===== src/rtl/sccb_config_ctrl.sv =====
// SCCB (OV7670-style) configuration sequencer: walks a synchronous register table and
// issues one 3-phase write per entry, with timed-delay entries and an end marker.
module sccb_config_ctrl #(
  parameter int unsigned CLK_DIV   = 250,
  parameter logic [7:0]  DEV_ADDR  = 8'h42,
  parameter int unsigned MS_CYCLES = 100000,
  parameter int unsigned GAP_QTRS  = 4
) (
  input  logic        clk,
  input  logic        reset,
  input  logic        start,
  output logic [7:0]  rom_addr,
  input  logic [15:0] rom_data,
  output logic        sioc,
  output logic        siod_oe,
  input  logic        siod_in,
  output logic        busy,
  output logic        done,
  output logic        ack_err
);

  typedef enum logic [3:0] {
    IDLE, FETCH, DECODE, START, BITS, STOP, GAP, DELAY, FINISH
  } state_t;

  localparam int QW = $clog2(CLK_DIV) + 1;
  localparam logic [QW-1:0] Q_LAST  = QW'(CLK_DIV - 1);
  localparam logic [7:0]    GAP_LAST = 8'(GAP_QTRS - 1);

  state_t        state_reg, state_next;
  logic [QW-1:0] qcnt_reg, qcnt_next;
  logic [7:0]    qtr_reg, qtr_next;
  logic [3:0]    bitn_reg, bitn_next;
  logic [1:0]    phase_reg, phase_next;
  logic [23:0]   shift_reg, shift_next;
  logic [15:0]   entry_reg, entry_next;
  logic [31:0]   dcnt_reg, dcnt_next;
  logic [7:0]    rom_addr_reg, rom_addr_next;
  logic          busy_reg, busy_next;
  logic          done_reg, done_next;
  logic          ack_err_reg, ack_err_next;
  logic          sioc_reg, sioc_next;
  logic          siod_oe_reg, siod_oe_next;
  logic          tick, advance;

  assign tick = (qcnt_reg == Q_LAST);

  always_comb begin
    state_next    = state_reg;
    qtr_next      = qtr_reg;
    bitn_next     = bitn_reg;
    phase_next    = phase_reg;
    shift_next    = shift_reg;
    entry_next    = entry_reg;
    dcnt_next     = dcnt_reg;
    rom_addr_next = rom_addr_reg;
    busy_next     = busy_reg;
    done_next     = done_reg;
    ack_err_next  = ack_err_reg;
    advance       = 1'b0;

    case (state_reg)
      IDLE: begin
        if (start) begin
          rom_addr_next = 8'd0;
          busy_next     = 1'b1;
          done_next     = 1'b0;
          ack_err_next  = 1'b0;
          state_next    = FETCH;
        end
      end
      FETCH: begin
        // Table has one cycle of read latency; take the word on the second cycle.
        if (qcnt_reg == QW'(1)) begin
          entry_next = rom_data;
          state_next = DECODE;
        end
      end
      DECODE: begin
        if (entry_reg == 16'hFFFF) begin
          state_next = FINISH;
        end else if (entry_reg[15:8] == 8'hF0) begin
          dcnt_next  = 32'(entry_reg[7:0]) * MS_CYCLES;
          state_next = DELAY;
        end else begin
          shift_next = {DEV_ADDR, entry_reg};
          qtr_next   = 8'd0;
          bitn_next  = 4'd0;
          phase_next = 2'd0;
          state_next = START;
        end
      end
      START: begin
        if (tick) begin
          qtr_next = 8'd0;
          if (qtr_reg == 8'd1) state_next = BITS;
          else                 qtr_next   = 8'd1;
        end
      end
      BITS: begin
        if (tick) begin
          if (qtr_reg == 8'd2 && bitn_reg == 4'd8 && siod_in) ack_err_next = 1'b1;
          if (qtr_reg == 8'd3) begin
            qtr_next = 8'd0;
            if (bitn_reg == 4'd8) begin
              bitn_next = 4'd0;
              if (phase_reg == 2'd2) state_next = STOP;
              else                   phase_next = phase_reg + 2'd1;
            end else begin
              bitn_next  = bitn_reg + 4'd1;
              shift_next = {shift_reg[22:0], 1'b0};
            end
          end else begin
            qtr_next = qtr_reg + 8'd1;
          end
        end
      end
      STOP: begin
        if (tick) begin
          if (qtr_reg == 8'd2) begin
            qtr_next   = 8'd0;
            state_next = GAP;
          end else begin
            qtr_next = qtr_reg + 8'd1;
          end
        end
      end
      GAP: begin
        if (tick) begin
          if (qtr_reg == GAP_LAST) advance = 1'b1;
          else                     qtr_next = qtr_reg + 8'd1;
        end
      end
      DELAY: begin
        // Counts whole clock cycles, not quarters; a zero count falls straight through.
        if (dcnt_reg <= 32'd1) advance = 1'b1;
        else                   dcnt_next = dcnt_reg - 32'd1;
      end
      FINISH: begin
        busy_next  = 1'b0;
        done_next  = 1'b1;
        state_next = IDLE;
      end
      default: state_next = IDLE;
    endcase

    if (advance) begin
      if (rom_addr_reg == 8'hFF) begin
        state_next = FINISH;
      end else begin
        rom_addr_next = rom_addr_reg + 8'd1;
        state_next    = FETCH;
      end
    end

    // Bus pins are decoded from the next state so the registered pins line up with it.
    sioc_next    = 1'b1;
    siod_oe_next = 1'b0;
    case (state_next)
      START: begin
        sioc_next    = (qtr_next == 8'd0);
        siod_oe_next = 1'b1;
      end
      BITS: begin
        sioc_next    = qtr_next[1];
        siod_oe_next = (bitn_next != 4'd8) && !shift_next[23];
      end
      STOP: begin
        sioc_next    = (qtr_next != 8'd0);
        siod_oe_next = (qtr_next != 8'd2);
      end
      default: ;
    endcase
  end

  assign qcnt_next = (state_next != state_reg || tick) ? '0 : qcnt_reg + 1'b1;

  always_ff @(posedge clk) begin
    if (reset) begin
      state_reg    <= IDLE;
      qcnt_reg     <= '0;
      qtr_reg      <= 8'd0;
      bitn_reg     <= 4'd0;
      phase_reg    <= 2'd0;
      shift_reg    <= 24'd0;
      entry_reg    <= 16'd0;
      dcnt_reg     <= 32'd0;
      rom_addr_reg <= 8'd0;
      busy_reg     <= 1'b0;
      done_reg     <= 1'b0;
      ack_err_reg  <= 1'b0;
      sioc_reg     <= 1'b1;
      siod_oe_reg  <= 1'b0;
    end else begin
      state_reg    <= state_next;
      qcnt_reg     <= qcnt_next;
      qtr_reg      <= qtr_next;
      bitn_reg     <= bitn_next;
      phase_reg    <= phase_next;
      shift_reg    <= shift_next;
      entry_reg    <= entry_next;
      dcnt_reg     <= dcnt_next;
      rom_addr_reg <= rom_addr_next;
      busy_reg     <= busy_next;
      done_reg     <= done_next;
      ack_err_reg  <= ack_err_next;
      sioc_reg     <= sioc_next;
      siod_oe_reg  <= siod_oe_next;
    end
  end

  assign rom_addr = rom_addr_reg;
  assign busy     = busy_reg;
  assign done     = done_reg;
  assign ack_err  = ack_err_reg;
  assign sioc     = sioc_reg;
  assign siod_oe  = siod_oe_reg;

endmodule


===== config.mk =====
export PLATFORM = sky130hd
export DESIGN_NAME = sccb_config_ctrl
export DESIGN_NICKNAME = d
export VERILOG_FILES = /design/src/rtl/sccb_config_ctrl.sv
export SDC_FILE = /design/constraint.sdc
export NUM_CORES = 1
export LEC_CHECK = 0
export CORE_MARGIN = 2
export CORE_UTILIZATION = 60
export CTS_CLUSTER_SIZE = 24
export DETAILED_ROUTE_END_ITERATION = 8
export GPL_ROUTABILITY_DRIVEN = 0
export PLACE_DENSITY_LB_ADDON = 0.1
export SLEW_MARGIN = 25
export SYNTH_ARGS = -nofsm -noshare
export SYNTH_HDL_FRONTEND = slang
export SYNTH_SLANG_ARGS = --single-unit

===== constraint.sdc =====
create_clock -name clk -period 5.46 [get_ports clk]
set_input_delay 0.546 -clock clk [delete_from_list [all_inputs] [get_ports clk]]
set_output_delay 0.546 -clock clk [all_outputs]
set_load 0.03 [all_outputs]

* Yosys cells after proc, flatten, opt, wreduce, memory -nomap -nowiden
Index checks and enable logic that the tools add are counted.
** Cells by class
- $add $sub $neg :: 6
- Multiply operators :: 1
- Order comparisons :: 1
- Eq/ne operators :: 35
- Muxes and demuxes :: 66
- Reduce and logical (&&, ||, !) cells :: 20
** Operator list (number)
- 24-bit 2-to-1 mux :: 5
- 8-bit 2-to-1 mux :: 13
- 32-bit 2-to-1 mux :: 3
- 4-bit 2-to-1 mux :: 18
- 32-bit case mux with 2 select lines :: 1
- 24-bit case mux with 2 select lines :: 1
- 8-bit case mux with 5 select lines :: 1
- 32-bit by 1-bit less-or-equal comparator with 1-bit output, second input constant :: 1
- 32-bit by 1-bit subtractor with 32-bit output, second input constant :: 1
- 4-bit case mux with 7 select lines :: 1
- 4-bit by 3-bit == test with 1-bit output, second input constant :: 6
- 2-bit inequality test, second input constant :: 11
- 8-bit by 12-bit multiplier with 20-bit output, second input constant :: 1
- 8-bit by 1-bit adder with 8-bit output, second input constant :: 2
- 16-bit == test, second input constant :: 1
- 8-bit by 2-bit == test with 1-bit output, second input constant :: 2
- 8-bit == test, second input constant :: 2
- 4-bit by 2-bit == test with 1-bit output, second input constant :: 3
- 2-bit 2-to-1 mux :: 6
- 9-bit by 1-bit adder with 9-bit output, second input constant :: 1
- 9-bit by 1-bit == test with 1-bit output, second input constant :: 1
- 9-bit by 8-bit == test with 1-bit output, second input constant :: 1
- 4-bit == test, second input constant :: 2
- 8-bit by 1-bit == test with 1-bit output, second input constant :: 1
- other kinds (25) :: 44
** Word-level totals
- Register bits after elaboration :: 112
- Bits of input ports :: 20
- Logic and storage cells :: 144

* Logic depth before layout (Yosys ltp)
- Word-level depth :: 10
- Mapped depth :: 17
- Mapped depth without buffers :: 17

* Worst setup path before layout
No wires, ideal clock.
- Path type :: reg2reg
- Start point :: register entry_reg[2]
- End point :: register dcnt_reg[22]
- Setup time :: 128 ps
- Arrival time :: 3741 ps
- Required time :: 5332 ps
- Path slack :: 1592 ps
- Stages on the path, launching flop included :: 16
- Period minus slack after synthesis :: 3868 ps
- Path through :: dfxtp_1 -> ha_1 -> ha_1 -> inv_1 -> fa_1 -> inv_1 -> fa_1 -> ha_1 -> o21ai_0 -> o21bai_1 -> a311o_1 -> a211oi_1 -> o41ai_1 -> xor2_1 -> a221oi_1 -> nor2_1
** Between the ends
- Longest elaborated chain between the ends :: 4
- Elaborated cells between the ends (all ways) :: 7
- Classes of those cells :: mul (1); eq/ne (2); mux (3); reduce/logical (1)
** RTL lines
- start, declared :: RTL line 36 : logic [15:0] entry_reg, entry_next;
- start signal, assigned :: RTL line 201 : entry_reg <= entry_next;
- 8-bit by 12-bit multiplier with 20-bit output :: RTL line 83 : dcnt_next = 32'(entry_reg[7:0]) * MS_CYCLES;
- 32-bit 2-to-1 mux :: RTL line 82 : end else if (entry_reg[15:8] == 8'hF0) begin
- 32-bit 2-to-1 mux :: RTL line 80 : if (entry_reg == 16'hFFFF) begin
- 32-bit case mux with 2 select lines :: RTL line 62 : case (state_reg)
- end signal, assigned :: RTL line 202 : dcnt_reg <= dcnt_next;
- end, declared :: RTL line 37 : logic [31:0] dcnt_reg, dcnt_next;
Several ways; a longest one is shown, not always the timed one. The select of a mux whose other input is x is not followed.
A chain may end at the register's enable or synchronous reset.

* Final worst setup path
- Start point :: register entry_reg[4]
- End point :: register dcnt_reg[22]
Same word-level chain as after synthesis.

==> metrics.yaml <==
worst_slew_pin_slew_ps: 987
place_inst: 1035
gr-usage-all-layers: 0.279
post-route-util: 0.672
ys_ff_latch: 112
fin_crit_ps: 4290
wire_per_inst_um: 16.7
cts_buffer_depth: 2
maxSlewHeadroom: 0.342
vdd_drop_max_uv: 215
num_rows: 40
hold_violations: 0
clk_transition_reported_paths_ps: 80
post_cts_resized: 0
yosys_warnings: 0
grt_pass1_vias: 6157
synth_edf_count: 0
nNetsFinal: 995
drt_iter0_markers: 614
postCtsHoldBufs: 0
cts_inserted_buffers: 9
ys_types: 75
grt_pass1_wl_mm: 29.5
synth-main-ff-cell: "dfxtp_1"
syn_area_um2: 7290
setup-tns-final_ps: 0
cts_tree: "yes"
areaGrowthSynthToFinish_pct: 10.2
rsz0062_at_grt: "no"
drive_gt1_frac: 0.0575
core_area_um2: 12000
end_kind: "flip-flop"
post-route-period-util: 0.786
crit_arrival_ps: 4530
holdCritPathClass: "flip-flop to flip-flop"
syn-instance-count: 885
hold_path_depth: 2
ios: 33
startpoint_type: "flip-flop"
antenna_found_initial: 0
grt_max_degree: 61
leakage_uw: 0.00346
final_common_cell: "nor2_1"
worst-r2r-cell-count: 15
clk-insertion-delay-late_ps: 370
grt.overflow.total: 0
dr.pass1.iters: 8
crit_fanout: 6
synth_nets: 981
h-tree-depth: 3
clock_skew_ps: 7.84
fin_cells: 1051
setup_viol: 0
cts.sinks: 112
async_flop_share: 0
slew_viol_final: 0
layout_common_cells: "142 x nor2_1, 112 x dfxtp_1, 64 x ha_1"
die_h_um: 114
nFillCells: 979
status: "finished clean"
avgSynthCellArea_um2: 8.24
wl_mm: 17.5
dp_hpwl_mm: 12.7
crit_required_ps: 5690
max_freq_mhz: 233
largest_reg_flops: 32
worstSetupPathType: "flip-flop to flip-flop"
vias: 6685
cap_violations: 0
via_per_inst: 6.36
ys_seq_area_frac: 0.307
cts_setup_buffers: 0
final_antenna_net_count: 0
dieWidth_um: 114
root_buffer: "clkbuf_16"
start_util: 0.610
p_per_area_nw_per_um2: 250
diodes: 0
port_buffers: 32
die-area_um2: 13100
drc: 0
per-layer routing:
metal  vias to the layer above  wire length (um)  GRT usage
li1                       3254                 -          -
met1                      3175              8070      0.388
met2                       231              8100      0.438
met3                        25              1100     0.0566
met4                         0               242     0.0854
met5                         -                 0          0
critical path, stage by stage (launching register included):
cell and delay (ps):
dfxtp_1 470, ha_1 300, ha_1 280, inv_1 50
fa_1 490, inv_1 50, fa_1 490, ha_1 360
o21ai_0 170, o21bai_1 100, a311o_1 400, a211oi_1 300
o41ai_1 170, xor2_1 170, a221oi_1 280, nor2_1 70
area by class of cell:
cell class / count / area [um2] / area share
well taps: 147 / 184 / 0.0229
repair buffers: 39 / 368 / 0.0458
flip-flops and latches: 112 / 2240 / 0.279
multi-input cells: 682 / 4700 / 0.585
inverters: 55 / 206 / 0.0257
clock inverters: 7 / 105 / 0.0131
clock buffers: 9 / 225 / 0.0280
metrics by stage:
stage	hold WS, ps	worst slack (ps)	instance area, um2	power [uW]
final	462	1170	8030	2010
after global routing	490	855	8030	2100
after global placement	441	1330	7700	1270
after CTS	465	1160	8030	2020
after detailed placement	449	1200	7700	1280
after floorplan	430	1590	7290	1170
cells by family after synthesis:
logic type	share of synthesized area
adder cells (fa/ha/maj)	0.143
AND/OR/NAND/NOR	0.252
XOR/XNOR	0.0384
multiplexers	0.0233
buffers and inverters	0.0477
AO/OA/AOI/OAI	0.189
flip-flops	0.307
synthesized netlist by cell type (all sizes together) (4+ instances only):
cell type | n | share of area
a211oi | 11 | 0.011
a21oi | 55 | 0.039
a221oi | 4 | 0.0048
a222oi | 15 | 0.021
a22oi | 11 | 0.011
a31oi | 8 | 0.0069
a41oi | 4 | 0.0048
and3 | 13 | 0.011
buf | 6 | 0.0039
clkbuf | 30 | 0.015
dfxtp | 112 | 0.31
fa | 12 | 0.033
ha | 64 | 0.11
inv | 55 | 0.028
mux2i | 17 | 0.023
nand2 | 49 | 0.026
nand3 | 23 | 0.016
nand3b | 9 | 0.0093
nand4 | 11 | 0.010
nor2 | 142 | 0.073
nor2b | 7 | 0.0060
nor3 | 33 | 0.024
nor3b | 5 | 0.0051
nor4 | 15 | 0.015
nor4b | 6 | 0.011
o211ai | 6 | 0.0062
o21a | 7 | 0.0072
o21ai | 39 | 0.027
o21bai | 5 | 0.0051
o22ai | 4 | 0.0034
o31ai | 5 | 0.0051
or2 | 8 | 0.0069
or3 | 9 | 0.0077
or4 | 8 | 0.0098
xnor2 | 17 | 0.020
xor2 | 15 | 0.018
where the power goes:
part / total, uW / internal (uW) / switching (uW)
logic: 390 / 157 / 233
clock network: 736 / 376 / 361
registers: 880 / 841 / 39.6
worst paths after layout:
| path | start | to | slack, ps |
|---|---|---|---|
| hold reg to reg | shift_reg[17] | shift_reg[17] | 460 |
| hold / removal | shift_reg[17] | shift_reg[17] | 460 |
| setup reg to reg | entry_reg[4] | dcnt_reg[22] | 1170 |
| setup / recovery | entry_reg[4] | dcnt_reg[22] | 1170 |
Note: power is estimated with default switching activity, not from simulation.
